### src/rtl/hex_flash_multi.sv
// Multi-digit seven-segment flasher: blinks a latched subset of digits for a
// programmable number of blank/show pairs, then returns to live pass-through.
module hex_flash_multi #(
    parameter int N_DIGITS    = 6,
    parameter int HALF_PERIOD = 16,
    parameter int FLASHES     = 6,
    parameter bit RETRIGGER   = 1'b1
) (
    input  logic                  clk,
    input  logic                  reset,
    input  logic                  trigger,
    input  logic                  stop,
    input  logic [N_DIGITS-1:0]   mask,
    input  logic [7*N_DIGITS-1:0] HEXin,
    output logic [7*N_DIGITS-1:0] HEXout,
    output logic                  busy,
    output logic                  done
);

    localparam int RW_RAW = $clog2(HALF_PERIOD);
    localparam int RW     = (RW_RAW < 1) ? 1 : RW_RAW;
    localparam int FW_RAW = $clog2(FLASHES + 1);
    localparam int FW     = (FW_RAW < 1) ? 1 : FW_RAW;

    localparam int FLASH_LAST_I = (FLASHES > 0) ? FLASHES - 1 : 0;

    localparam logic [RW-1:0] RATE_LAST  = RW'(HALF_PERIOD - 1);
    localparam logic [FW-1:0] FLASH_LAST = FW'(FLASH_LAST_I);

    typedef enum logic [1:0] {
        IDLE,
        BLANK,
        SHOW
    } state_t;

    state_t              state, state_n;
    logic [RW-1:0]       rate_cnt, rate_n;
    logic [FW-1:0]       flash_cnt, flash_n;
    logic [N_DIGITS-1:0] mask_q, mask_n;
    logic                done_n;
    logic                start;

    always_ff @(posedge clk or posedge reset) begin
        if (reset) begin
            state     <= IDLE;
            rate_cnt  <= '0;
            flash_cnt <= '0;
            mask_q    <= '0;
            done      <= 1'b0;
        end else begin
            state     <= state_n;
            rate_cnt  <= rate_n;
            flash_cnt <= flash_n;
            mask_q    <= mask_n;
            done      <= done_n;
        end
    end

    // stop has priority over any start; a busy trigger only restarts when RETRIGGER is set
    assign start = trigger && !stop && ((state == IDLE) || RETRIGGER);

    always_comb begin
        state_n = state;
        rate_n  = rate_cnt;
        flash_n = flash_cnt;
        mask_n  = mask_q;
        done_n  = 1'b0;

        if (stop && (state != IDLE)) begin
            state_n = IDLE;
            rate_n  = '0;
            flash_n = '0;
        end else if (start) begin
            state_n = BLANK;
            rate_n  = '0;
            flash_n = '0;
            mask_n  = mask;
        end else begin
            case (state)
                BLANK: begin
                    if (rate_cnt == RATE_LAST) begin
                        state_n = SHOW;
                        rate_n  = '0;
                    end else begin
                        rate_n = rate_cnt + RW'(1);
                    end
                end
                SHOW: begin
                    if (rate_cnt == RATE_LAST) begin
                        rate_n = '0;
                        if ((FLASHES != 0) && (flash_cnt == FLASH_LAST)) begin
                            state_n = IDLE;
                            done_n  = 1'b1;
                        end else begin
                            state_n = BLANK;
                            // infinite mode pins the flash counter at zero
                            flash_n = (FLASHES == 0) ? '0 : flash_cnt + FW'(1);
                        end
                    end else begin
                        rate_n = rate_cnt + RW'(1);
                    end
                end
                default: begin
                    state_n = IDLE;
                end
            endcase
        end
    end

    always_comb begin
        HEXout = HEXin;
        for (int i = 0; i < N_DIGITS; i++) begin
            if ((state == BLANK) && mask_q[i]) begin
                HEXout[7*i +: 7] = 7'h7F;
            end
        end
    end

    assign busy = (state != IDLE);

endmodule

### config.mk
export PLATFORM = sky130hd
export DESIGN_NAME = hex_flash_multi
export DESIGN_NICKNAME = d
export VERILOG_FILES = /design/src/rtl/hex_flash_multi.sv
export SDC_FILE = /design/constraint.sdc
export NUM_CORES = 1
export LEC_CHECK = 0
export BUFFER_PORTS_ARGS = -buffer_cell sky130_fd_sc_hd__buf_2
export CAP_MARGIN = 20
export CORE_ASPECT_RATIO = 0.5
export CORE_UTILIZATION = 30
export CTS_CLUSTER_SIZE = 20
export DETAILED_ROUTE_END_ITERATION = 8
export PLACE_DENSITY = 0.64
export SLEW_MARGIN = 20
export SYNTH_ARGS = -nofsm -noshare
export SYNTH_HDL_FRONTEND = slang
export SYNTH_SLANG_ARGS = --single-unit
### constraint.sdc
create_clock -name clk -period 2.7 [get_ports clk]
set_input_delay 0.405 -clock clk [delete_from_list [all_inputs] [get_ports clk]]
set_output_delay 0.405 -clock clk [all_outputs]
set_load 0.05 [all_outputs]
* Yosys cells after proc, flatten, opt, wreduce, memory -nomap -nowiden
Cells that the tools add are included.
** Storage, ports and cells
- Register bits :: 16
- Word-level logic and storage cells :: 58
** Operators by class
- $add $sub $neg :: 2
- Eq/ne operators :: 7
- Multiplexer cells :: 26
- Bitwise logic cells :: 1
- Reductions and logical operators :: 17
** Operators with widths (number)
- two-way mux 7 bit :: 6
- two-way mux 4 bit :: 4
- two-way mux 3 bit :: 5
- nonzero test 3 bit :: 3
- logical AND 1 bit :: 8
- two-way mux 2 bit :: 4
- != test 4 bit (second input constant) :: 2
- two-way mux 1 bit :: 6
- adder 4 x 1 -> 4 bit (second input constant) :: 1
- == test 4 bit (second input constant) :: 1
- one-hot mux 2 bit (2 select lines) :: 1
- AND reduction 2 bit :: 2
- adder 3 x 1 -> 3 bit (second input constant) :: 1
- == test 3 bit (second input constant) :: 1
- != test 3 bit (second input constant) :: 1
- AND reduction 3 bit :: 1
- == test 2 x 1 -> 1 bit (second input constant) :: 1
- == test 2 bit (second input constant) :: 1
- nonzero test 2 bit :: 1
- OR reduction 2 bit :: 1
- logical NOT 1 bit :: 1
- inverter 1 bit :: 1

* Longest topological paths before layout
Gate-level depths: netlist (run 1).
- Depth after elaboration :: 6
- Mapped depth :: 5

* Worst setup path before layout (run 1)
Ideal clock, no wire load.
- Path type :: flip-flop to output port
- Start :: register state[1]
- End :: output HEXout[0]
- Arrival :: 1.368 ns
- Setup slack :: 0.927 ns
- Cell stages (with the launch flop) :: 6
- Buffers on the path :: 1
- Cell sequence :: dfrtp_1 inv_1 ha_1 clkbuf_1 nand2_1 nand2b_1
** On the way
- Longest elaborated chain between the ends :: 3
** RTL lines
- from (decl) :: line 36 : state_t state, state_n;
- from (signal assigned) :: line 51 : state <= state_n;
- == test 2 x 1 -> 1 bit :: line 113 : if ((state == BLANK) && mask_q[i]) begin
- logical AND 1 bit :: line 113
- two-way mux 7 bit :: line 113
- to (decl) :: line 15 : output logic [7*N_DIGITS-1:0] HEXout,
Every way passes these cells.

* Worst setup path in the final report (run 1)
- Start :: register state[1]
- End :: output HEXout[37]
Same word-level chain as after synthesis.

==> results.rst, run 1 <==
.. list-table::
   :header-rows: 1

   * - Metric
     - Value
   * - Achievable frequency
     - slightly below 500 MHz
   * - Worst EP required
     - 2.30 ns
   * - Reg-to-reg startpoint
     - state[0]
   * - Clock H-tree levels
     - 1
   * - Switching part of the total power
     - 43.49%
   * - Leakage power
     - 0.9350 nW
   * - Maximum count of clock buffers along a single path
     - 2
   * - Clock root buffer
     - sky130_fd_sc_hd__clkbuf_8
   * - Die span in x
     - 87.34 um
   * - GRT Residual Overflow
     - 0
   * - Post-CTS setup buffer count
     - 0
   * - Clk_lat worst skew
     - about 0.25 ns
   * - Buffers added on ports
     - 95
   * - Number of core rows
     - 15
   * - Worst-path fanout max
     - 8
   * - Fraction of layout instances using a drive strength above 1
     - 43.67%
   * - Unrepaired setup endpoints after global routing
     - false
   * - Vias post-DR
     - 1193
   * - Total clock buffers created by CTS
     - 3
   * - CTS tree
     - built
   * - Final Hold Viols
     - 0
   * - Post-Synthesis Cell Area
     - 1092 um^2
   * - Count of TritonRoute iterations in the first routing pass
     - 4
   * - First-pass GRT wire length
     - 4.181 mm
   * - Number of global-route vias before repair
     - 961
   * - Final hold slack
     - approximately 0.22 ns
   * - Post-DP HPWL
     - 2.367 mm
   * - Worst Path Buf+Inv
     - 2
   * - Net count of the finished layout
     - 289
   * - CP max stage cell
     - sky130_fd_sc_hd__dfrtp_1
   * - Post-route worst setup slack
     - approximately 0.63 ns
   * - Post-Syn Instances
     - around 130
   * - Number of nets with antenna violations after routing
     - 0
   * - Clock period minus final worst setup slack
     - 2.070 ns
   * - Slew @ Worst Pin
     - between 0.6 and 0.7 ns
   * - Headroom to the max-slew limit
     - 58.24%
   * - Power share of the clock group
     - between 20 and 25%
   * - Slowest stage delay, CP
     - 0.38 ns
   * - Count of inserted antenna diode cells
     - 0
   * - Number of nets in the synthesized netlist
     - 191
   * - Kind of capture point of the worst setup path
     - output pin
   * - Final slew viol count
     - 0
   * - Number of violations of the max-capacitance limit
     - 0
   * - Hold-fix buffers, CTS
     - 0
   * - Clock net sink count
     - 16
   * - Crit path kind
     - reg -> out
   * - Clk_skew
     - 0.005807 ns
   * - Run status
     - complete, no violations
   * - Number of distinct library cells after synthesis
     - 28
   * - Final clock period utilization by the worst path
     - 76.67%
   * - Worst IR drop on VDD
     - around 0.13 mV
   * - Die outline area
     - 3901 um^2
   * - Average routed wire per standard cell
     - a little over 10 um
   * - Startpoint of the most critical setup path
     - state[1]
   * - Top Family by Delay on Critical Path
     - flip-flops
   * - Initial cell density of the core
     - 31.63%
   * - Post-layout utilization of the core
     - around half
   * - Resized Gates After CTS
     - 0
   * - Final WL
     - 2.852 mm
   * - DRC violations left
     - 0
   * - Power share of the sequential group
     - 33.5%
   * - Switching power total
     - 0.3504 mW
   * - Type of element launching the critical path
     - register
   * - Flop and latch count out of synthesis
     - 16
   * - Pint
     - 0.4553 mW
   * - Sequence of cells on the critical path
     - inv_1 -> ha_1 -> nand2_1 -> nand2b_1 -> buf_2
   * - Setup Viol. Count Final
     - 0
   * - Combined global-route utilization of all metal layers
     - 13.62%
   * - Gpl congestion
     - roughly 0.75
   * - Number of violations reported at the end of detailed-routing iteration 0
     - 37
   * - Average via count per standard cell
     - 4.261
   * - Arrival time of the worst setup path
     - 1.67 ns
   * - Antenna violations before repair
     - 0
   * - Post-placement worst setup slack
     - 0.8885 ns
   * - Clock edge transition at the registers on the reported setup and hold paths
     - 0.06 ns
   * - Mean instance size in the synthesized netlist
     - between 8 and 9 um^2
   * - Setup TNS Final
     - 0 ns
   * - Die height
     - 44.67 um
   * - Area added between synthesis and finish
     - 52.35%
   * - Number of warnings issued by yosys
     - 0
   * - Core area
     - approximately 3500 um^2
   * - # IOs
     - 96
   * - Sequential share of the synthesized area
     - between 30% and 40%
   * - Maximum number of pins on one net before global-route repair
     - 17
   * - Combinational Power Share
     - 44.3%
   * - Hold WC Path Type
     - in -> async
   * - Total power density per cell area
     - approximately 480 nW/um^2
[layout by cell type (no fill, tap or decap), types with 2 or more instances in the layout]
| master | Yosys | layout |
|---|---|---|
| sky130_fd_sc_hd__o21ai_0 | 2 | 2 |
| sky130_fd_sc_hd__clkbuf_8 | 0 | 3 |
| sky130_fd_sc_hd__nand2_1 | 28 | 28 |
| sky130_fd_sc_hd__or3_1 | 2 | 2 |
| sky130_fd_sc_hd__buf_2 | 1 | 95 |
| sky130_fd_sc_hd__a21oi_1 | 7 | 7 |
| sky130_fd_sc_hd__mux2i_1 | 2 | 2 |
| sky130_fd_sc_hd__inv_1 | 5 | 5 |
| sky130_fd_sc_hd__dfrtp_1 | 16 | 16 |
| sky130_fd_sc_hd__ha_1 | 6 | 6 |
| sky130_fd_sc_hd__nand2b_1 | 45 | 45 |
| sky130_fd_sc_hd__nor2_1 | 2 | 2 |
[state kept, by name, indices dropped and copies added, names as in the netlist]
register	count
mask_q	6
flash_cnt	3
rate_cnt	4
state	2
done	1
[cell families (layout without fill, tap and decap cells)]
logic type      after synthesis  in the layout  share of synthesized area [%]
compound gates               16             16                          9.280
fa+ha+maj                     6              6                          6.873
mux                           2              2                          1.833
xor+xnor                      1              1                         0.8020
buf+inv                       8            104                          2.977
flops                        16             16                          36.65
simple gates                 84             84                          41.58
[per-stage QoR]
stage	instance area [um^2]	power, mW	instances
3_5_place_dp	1623	0.6348	277
2_1_floorplan	1092	0.5399	133
4_1_cts	1664	0.8173	280
6_report	1664	0.8057	280
5_1_grt	1664	0.8489	280
3_3_place_gp	1623	0.6304	277
[routing by layer]
metal / GRT usage [%] / share of wire (%) / up-vias / wire length [um]
met5: 0 / 0 / - / 0
met4: 2.623 / 0 / 0 / 0
met3: 2.425 / 7.6 / 0 / 218
met2: 25.00 / 51 / 40 / 1454
met1: 17.16 / 41 / 528 / 1178
li1: - / - / 625 / -
[Yosys cell counts (all sizes together)]
| cell | instances | area [um^2] |
|---|---|---|
| nand2b | 45 | 281.5 |
| nand2 | 28 | 105.1 |
| dfrtp | 16 | 400.4 |
| a21oi | 7 | 35.03 |
| ha | 6 | 75.07 |
| inv | 5 | 18.77 |
| mux2i | 2 | 20.02 |
| nand3 | 2 | 15.01 |
| nor2 | 2 | 7.510 |
| o21ai | 2 | 10.01 |
| or3 | 2 | 12.51 |
| a211oi | 1 | 7.510 |
| a21bo | 1 | 10.01 |
| a21boi | 1 | 7.510 |
| a311oi | 1 | 8.760 |
| a31oi | 1 | 6.260 |
| and3 | 1 | 6.260 |
| buf | 1 | 5.000 |
| clkbuf | 1 | 3.750 |
| clkinvlp | 1 | 5.000 |
| nand3b | 1 | 7.510 |
| nor2b | 1 | 6.260 |
| nor3 | 1 | 5.000 |
| o2111ai | 1 | 8.760 |
| o31ai | 1 | 7.510 |
| or4 | 1 | 7.510 |
| xor2 | 1 | 8.760 |
[final timing paths]
check                      cells after the start           end  slack, ns
hold reg to reg                                2     mask_q[2]       0.48
min in group clk                               3     mask_q[0]       0.34
hold / removal                                 2     mask_q[5]       0.22
setup / recovery                               5    HEXout[37]       0.63
setup reg to reg                               5  flash_cnt[2]       1.04
max in group asynchronous                      2  flash_cnt[0]       2.07
[cell type report]
type                    instances  area, um^2
flip-flops and latches         16       400.4
well taps                      51       63.81
repair buffers                 95       475.5
inverters                       6       23.77
clock buffers                   3       41.29
multi-input cells             109       659.4
fillers                       357        1789
[power groups by stage]
stage | clock [mW] | combinational, mW | sequential [mW]
5_1_grt | 0.194 | 0.382 | 0.272
3_3_place_gp | 0 | 0.357 | 0.274
6_report | 0.179 | 0.357 | 0.270
2_1_floorplan | 0 | 0.268 | 0.272
4_1_cts | 0.186 | 0.361 | 0.270
3_5_place_dp | 0 | 0.360 | 0.275
(Power assumes the default switching activity.)
==> run 2: changes to the inputs <==
--- a/config.mk
+++ b/config.mk
@@ -11,7 +11,7 @@
 export CORE_UTILIZATION = 30
 export CTS_CLUSTER_SIZE = 20
 export DETAILED_ROUTE_END_ITERATION = 8
-export PLACE_DENSITY = 0.64
+export PLACE_DENSITY = 0.67
 export SLEW_MARGIN = 20
 export SYNTH_ARGS = -nofsm -noshare
 export SYNTH_HDL_FRONTEND = slang
==> constraint.sdc (replaced) <==
create_clock -name clk -period 1.85 [get_ports clk]
set_input_delay 0.2775 -clock clk [delete_from_list [all_inputs] [get_ports clk]]
set_output_delay 0.2775 -clock clk [all_outputs]
set_load 0.05 [all_outputs]
==> run 2 against run 1 <==
Final cell count rose by 0.71%. Cell area grew 7.7%. Worst setup slack got worse by 0.59 ns. Critical path depth unchanged. Clock skew shrank 0.0020 ns. Routed wire length is 7.7% higher. Combinational power increased by 59%. Total power grew 59%. Via count up 2.8%. Sequential power grew 46%. Sequential share of layout area decreased by 1.7 points. Clock power rose by 78%. Critical endpoint is now HEXout[40]. Largest power group unchanged.
==> results.rst, run 2 (synthesized netlist as in run 1, its figures left out) <==
.. list-table::
   :header-rows: 1

   * - Metric
     - Value
   * - Achievable frequency
     - between 500 and 600 MHz
   * - Number of nets with antenna violations after routing
     - 0 (unchanged)
   * - Clock period minus final worst setup slack
     - around 1.8 ns
   * - Die outline area
     - 3901 um^2 (unchanged)
   * - Worst EP required
     - 1.57 ns (-0.73 ns)
   * - GRT Residual Overflow
     - 0 (unchanged)
   * - Headroom to the max-slew limit
     - 58.19% (about the same)
   * - Vias post-DR
     - 1226 (+2.8%)
   * - Number of violations of the max-capacitance limit
     - 0 (unchanged)
   * - DRC violations left
     - 0 (unchanged)
   * - Buffers added on ports
     - 95 (unchanged)
   * - Post-route worst setup slack
     - 0.03568 ns (-0.5943 ns)
   * - Final slew viol count
     - 0 (unchanged)
   * - Core area
     - 3453 um^2 (unchanged)
   * - Fraction of layout instances using a drive strength above 1
     - 44.59% (+0.92 points)
   * - Number of global-route vias before repair
     - 1007 (+4.8%)
   * - Hold-fix buffers, CTS
     - 0 (unchanged)
   * - Switching part of the total power
     - 41.47% (-2.0 points)
   * - Flip-flop count of the largest register after layout
     - 6 (unchanged)
   * - Final Hold Viols
     - 0 (unchanged)
   * - Post-placement worst setup slack
     - 0.1697 ns (-0.7188 ns)
   * - Power share of the sequential group
     - 30.8% (-2.7 points)
   * - Final hold slack
     - 0.08935 ns (-0.1316 ns)
   * - Crit path kind
     - reg -> out
   * - Combined global-route utilization of all metal layers
     - 14.97% (+1.4 points)
   * - Switching power total
     - 0.5317 mW (+52%)
   * - Final non-filler cell area
     - 1793 um^2 (+7.7%)
   * - Total power density per cell area
     - 715.2 nW/um^2 (+48%)
   * - Count of inserted antenna diode cells
     - 0 (unchanged)
   * - Register Area
     - 400.4 um^2 (unchanged)
   * - Post-DP HPWL
     - 2.369 mm (about the same)
   * - Average routed wire per standard cell
     - 10.89 um (+6.9%)
   * - Total design power
     - 1.282 mW (+59%)
   * - Initial cell density of the core
     - 31.63% (unchanged)
   * - Clock H-tree levels
     - 1 (unchanged)
   * - Final clock period utilization by the worst path
     - a little over nine tenths
   * - Register with the most flip-flops
     - mask_q
   * - # IOs
     - 96 (unchanged)
   * - Worst-path fanout max
     - 8 (unchanged)
   * - Hold WC Path Type
     - in -> async
   * - Arrival time of the worst setup path
     - 1.54 ns (-0.13 ns)
   * - Multi-input gate area
     - 661.9 um^2 (+0.38%)
   * - Die height
     - 44.67 um (unchanged)
   * - Pint
     - 0.7506 mW (+65%)
   * - Worst IR drop on VDD
     - 0.3021 mV (+140%)
   * - Unrepaired setup endpoints after global routing
     - true
   * - FILL cells
     - 365 (+2.2%)
   * - Total clock buffers created by CTS
     - 3 (unchanged)
   * - Die span in x
     - 87.34 um (unchanged)
   * - CTS tree
     - built
   * - Number of violations reported at the end of detailed-routing iteration 0
     - 27 (-27%)
   * - Clock net sink count
     - 16 (unchanged)
   * - Clk_skew
     - 0.003853 ns (-0.001954 ns)
   * - Maximum count of clock buffers along a single path
     - 2 (unchanged)
   * - Power share of the clock group
     - 24.9% (+2.7 points)
   * - Leakage power
     - 0.9856 nW (+5.4%)
   * - Registers with the most flip-flops
     - mask_q: 6 flops, rate_cnt: 4 flops, flash_cnt: 3 flops
   * - Post-layout utilization of the core
     - 51.92% (+3.7 points)
   * - Antenna violations before repair
     - 0 (unchanged)
   * - Type of element launching the critical path
     - register
   * - Placement Cell Area
     - 1630 um^2 (+0.46%)
   * - Number of core rows
     - 15 (unchanged)
   * - Clock root buffer
     - sky130_fd_sc_hd__clkbuf_8
   * - Reg2reg setup slack
     - 0.28 ns (-0.76 ns)
   * - Slew @ Worst Pin
     - 0.6265 ns (+0.0007949 ns)
   * - Slowest stage delay, CP
     - 0.38 ns (about the same)
   * - Net count of the finished layout
     - 290 (+0.35%)
   * - Combinational Power Share
     - 44.4% (about the same)
   * - Maximum number of pins on one net before global-route repair
     - 17 (unchanged)
   * - Average via count per standard cell
     - 4.348 (+2.0%)
   * - Clk_lat worst skew
     - 0.26 ns (about the same)
   * - Setup Viol. Count Final
     - 0 (unchanged)
   * - Run status
     - complete, no violations
   * - Sequence of cells on the critical path
     - inv_1 -> ha_2 -> nand2_1 -> nand2b_1 -> clkbuf_4
   * - Kind of capture point of the worst setup path
     - output pin
   * - CP max stage cell
     - sky130_fd_sc_hd__dfrtp_1
   * - Count of TritonRoute iterations in the first routing pass
     - 4 (unchanged)
   * - Area added between synthesis and finish
     - 64.15%
   * - Clock edge transition at the registers on the reported setup and hold paths
     - 0.07 ns (about the same)
   * - Gpl congestion
     - 0.7203 (-4.4%)
   * - Leading cell type in the layout, fill and taps excluded
     - sky130_fd_sc_hd__buf_2
   * - Final WL
     - 3.071 mm (+7.7%)
   * - Top library cells by usage in the layout, fill and taps aside
     - sky130_fd_sc_hd__buf_2 (53), sky130_fd_sc_hd__nand2b_1 (45), sky130_fd_sc_hd__buf_4 (36)
   * - First-pass GRT wire length
     - 4.422 mm (+5.8%)
-- run 2: cell count changes in the layout (fill, tap and decap cells not counted), sizes merged --
cell,before,now
clkbuf,3,11
buf,95,89
-- run 2: power by group through the flow --
stage          clock network, mW  registers [mW]  logic [mW]
2_1_floorplan                  0           0.397       0.391
3_3_place_gp                   0           0.400       0.521
3_5_place_dp                   0           0.401       0.525
4_1_cts                    0.331           0.394       0.565
5_1_grt                    0.338           0.398       0.602
6_report                   0.319           0.394       0.569
-- run 2: metal layers --
layer	part of all wire (%)	up-vias	global-route usage (%)
li1	-	632	-
met1	42	551	18.07
met2	50	38	26.41
met3	7.3	5	3.545
met4	1.4	0	5.902
met5	0	-	0
-- run 2: path summary, 6_finish.rpt --
check | from | end | depth (start not counted)
max reg2reg | state[0] | flash_cnt[2] | 5
min in group clk | mask[4] | mask_q[4] | 3
min | reset | rate_cnt[3] | 2
max | state[1] | HEXout[40] | 5
min reg2reg | mask_q[2] | mask_q[2] | 2
max in group asynchronous | reset | mask_q[1] | 2
-- run 2: cell type report --
| class | count | area share (%) |
|---|---|---|
| multi-input cells | 109 | 36.92 |
| clock buffers | 4 | 3.070 |
| flip-flops and latches | 16 | 22.33 |
| well taps | 51 | 3.559 |
| repair buffers | 96 | 32.80 |
| inverters | 6 | 1.326 |
-- run 2: timing repair --
action / CTS / global route
setup endpoints to repair: 42 / 42
resized for setup: 36 / 7
buffers inserted: 0 / 0
-- run 2: worst max-delay path, delay by kind of cell, from the launching register on --
| kind | cells | cell delay, ns |
|---|---|---|
| DFF | 1 | 0.38 |
| buffers and inverters | 2 | 0.33 |
| and+or+nand+nor | 2 | 0.29 |
| adders and majority gates | 1 | 0.27 |
-- run 2: through the flow --
| stage | setup TNS [ns] | cells |
|---|---|---|
| after CTS | 0 | 282 |
| after global placement | 0 | 278 |
| final | 0 | 282 |
| after detailed placement | 0 | 278 |
| after floorplan | 0 | 133 |
| after global routing | -1.566 | 282 |
==> run 3: changes to the inputs <==
--- a/config.mk
+++ b/config.mk
@@ -12,6 +12,7 @@
 export CTS_CLUSTER_SIZE = 20
 export DETAILED_ROUTE_END_ITERATION = 8
 export PLACE_DENSITY = 0.67
+export SETUP_SLACK_MARGIN = 0.15
 export SLEW_MARGIN = 20
 export SYNTH_ARGS = -nofsm -noshare
 export SYNTH_HDL_FRONTEND = slang
==> run 3 against run 2 <==
Largest power group unchanged. Flip-flop and latch count unchanged. Via count rose by 1.9%. Worst setup slack gained 0.14 ns. Sequential share of layout area shrank 2.1 points. Worst hold slack barely moved.
==> results.rst, run 3 (synthesized netlist as in run 1, its figures left out) <==
.. list-table::
   :header-rows: 1

   * - Metric
     - Value
   * - Run status
     - complete, no violations
   * - First-pass GRT wire length
     - 4.491 mm (+1.6%)
   * - Clock H-tree levels
     - 1 (unchanged)
   * - Placement Cell Area
     - 1630 um^2 (unchanged)
   * - Hold WC Path Type
     - in -> async
   * - Final Hold Viols
     - 0 (unchanged)
   * - Setup TNS Final
     - 0 ns (unchanged)
   * - Register with the most flip-flops
     - mask_q
   * - Top library cells by usage in the layout, fill and taps aside
     - sky130_fd_sc_hd__buf_2 (53), sky130_fd_sc_hd__nand2b_1 (45), sky130_fd_sc_hd__buf_6 (42)
   * - Clock edge transition at the registers on the reported setup and hold paths
     - 0.07 ns (about the same)
   * - Initial cell density of the core
     - 31.63% (unchanged)
   * - Post-layout utilization of the core
     - 57.21% (+5.3 points)
   * - Vias post-DR
     - 1249 (+1.9%)
   * - Antenna violations before repair
     - 0 (unchanged)
   * - Crit path kind
     - reg -> out
   * - Worst-path fanout max
     - 8 (unchanged)
   * - Buffers added on ports
     - 95 (unchanged)
   * - Die span in x
     - 87.34 um (unchanged)
   * - Fraction of layout instances using a drive strength above 1
     - 47.62% (+3.0 points)
   * - Number of core rows
     - 15 (unchanged)
   * - Core area
     - 3453 um^2 (unchanged)
   * - Post-CTS setup buffer count
     - 0 (unchanged)
   * - Net count of the finished layout
     - 290 (unchanged)
   * - Gpl congestion
     - 0.7203 (unchanged)
   * - Post-DP HPWL
     - 2.369 mm (unchanged)
   * - Maximum count of clock buffers along a single path
     - 2 (unchanged)
   * - Clock root buffer
     - sky130_fd_sc_hd__clkbuf_8
   * - Total design power
     - 1.355 mW (+5.7%)
   * - Average via count per standard cell
     - 4.429 (+1.9%)
   * - Flip-flop count of the largest register after layout
     - 6 (unchanged)
   * - Hold-fix buffers, CTS
     - 0 (unchanged)
   * - Clock period minus final worst setup slack
     - 1.675 ns (-0.1391 ns)
   * - Count of TritonRoute iterations in the first routing pass
     - 4 (unchanged)
   * - Final non-filler cell area
     - 1976 um^2 (+10%)
   * - Post-route worst setup slack
     - 0.1748 ns (+0.1391 ns)
   * - Headroom to the max-slew limit
     - 58.03% (-0.16 points)
   * - Count of inserted antenna diode cells
     - 0 (unchanged)
   * - Average routed wire per standard cell
     - 11.55 um (+6.0%)
   * - Slew @ Worst Pin
     - 0.6289 ns (+0.002337 ns)
   * - Worst EP required
     - 1.57 ns (about the same)
   * - Number of violations of the max-capacitance limit
     - 0 (unchanged)
   * - CTS tree
     - built
   * - Final WL
     - 3.256 mm (+6.0%)
   * - Arrival time of the worst setup path
     - 1.40 ns (-0.14 ns)
   * - Kind of capture point of the worst setup path
     - output pin
   * - Cell total after placement
     - 278 (unchanged)
   * - Combined global-route utilization of all metal layers
     - 15.18% (+0.21 points)
   * - Leakage power
     - 1.047 nW (+6.3%)
   * - Maximum number of pins on one net before global-route repair
     - 17 (unchanged)
   * - Final clock period utilization by the worst path
     - 90.55% (-7.5 points)
   * - Achievable frequency
     - 596.9 MHz (+8.3%)
   * - Leading cell type in the layout, fill and taps excluded
     - sky130_fd_sc_hd__buf_2
   * - Setup Viol. Count Final
     - 0 (unchanged)
   * - Final slew viol count
     - 0 (unchanged)
   * - Area added between synthesis and finish
     - 80.87%
   * - Type of element launching the critical path
     - register
   * - Registers with the most flip-flops
     - mask_q: 6 flops, rate_cnt: 4 flops, flash_cnt: 3 flops
   * - GRT Residual Overflow
     - 0 (unchanged)
   * - Clk_skew
     - 0.004245 ns (+0.0003921 ns)
   * - Total clock buffers created by CTS
     - 3 (unchanged)
   * - Die height
     - 44.67 um (unchanged)
   * - Number of nets with antenna violations after routing
     - 0 (unchanged)
   * - DRC violations left
     - 0 (unchanged)
   * - Total power density per cell area
     - 686.0 nW/um^2 (-4.1%)
   * - Number of global-route vias before repair
     - 1022 (+1.5%)
   * - Clock net sink count
     - 16 (unchanged)
   * - # IOs
     - 96 (unchanged)
   * - Die outline area
     - 3901 um^2 (unchanged)
   * - Number of violations reported at the end of detailed-routing iteration 0
     - 54 (+100%)
   * - Non-filler cells, final
     - 282 (unchanged)
   * - Clk_lat worst skew
     - 0.26 ns (about the same)
   * - Final hold slack
     - 0.08940 ns (+0.00005110 ns)
   * - Unrepaired setup endpoints after global routing
     - true
   * - Post-placement worst setup slack
     - 0.1697 ns (unchanged)
   * - Worst IR drop on VDD
     - 0.3006 mV (-0.49%)
## run 3: changes by cell type in the layout (fill, tap and decap cells not counted), sizes merged
cell    change
buf         +7
clkbuf      -7
## run 3: area by class of cell
| class | instances | area [um^2] |
|---|---|---|
| multi-input cells | 109 | 686.9 |
| fillers | 326 | 1478 |
| inverters | 6 | 23.77 |
| flip-flops and latches | 16 | 400.4 |
| clock buffers | 4 | 55.05 |
| well taps | 51 | 63.81 |
| repair buffers | 96 | 745.7 |
## run 3: repair_timing
item / 4_1_cts / 5_1_grt
resized for setup: 45 / 48
hold endpoints to repair: 0 / 0
pin swaps: 0 / 1
setup endpoints to repair: 42 / 43
## run 3: worst paths after layout
path | from | to | slack, ns | cells after the start
max | state[1] | HEXout[12] | 0.17 | 5
min | reset | rate_cnt[3] | 0.09 | 2
max reg2reg | state[0] | flash_cnt[2] | 0.25 | 5
min reg2reg | mask_q[4] | mask_q[4] | 0.50 | 2
max in group asynchronous | reset | mask_q[1] | 1.35 | 2
min in group clk | mask[4] | mask_q[4] | 0.21 | 3
## run 3: critical path: stages (launching register included)
cell,delay [ns]
sky130_fd_sc_hd__dfrtp_1,0.39
sky130_fd_sc_hd__inv_2,0.10
sky130_fd_sc_hd__ha_4,0.21
sky130_fd_sc_hd__nand2_2,0.13
sky130_fd_sc_hd__nand2b_1,0.14
sky130_fd_sc_hd__buf_6,0.17
## run 3: routing by layer
layer / global-route usage, % / share of wire, % / up-vias
met4: 5.902 / 1.9 / 0
li1: - / - / 631
met2: 27.19 / 51 / 42
met1: 18.07 / 40 / 569
met3: 3.545 / 7.2 / 7
met5: 0 / 0 / -
## run 3: power by group
part           total [mW]  internal [mW]  switching, mW
sequential          0.398          0.376         0.0214
clock               0.320          0.189          0.130
combinational       0.638          0.236          0.402
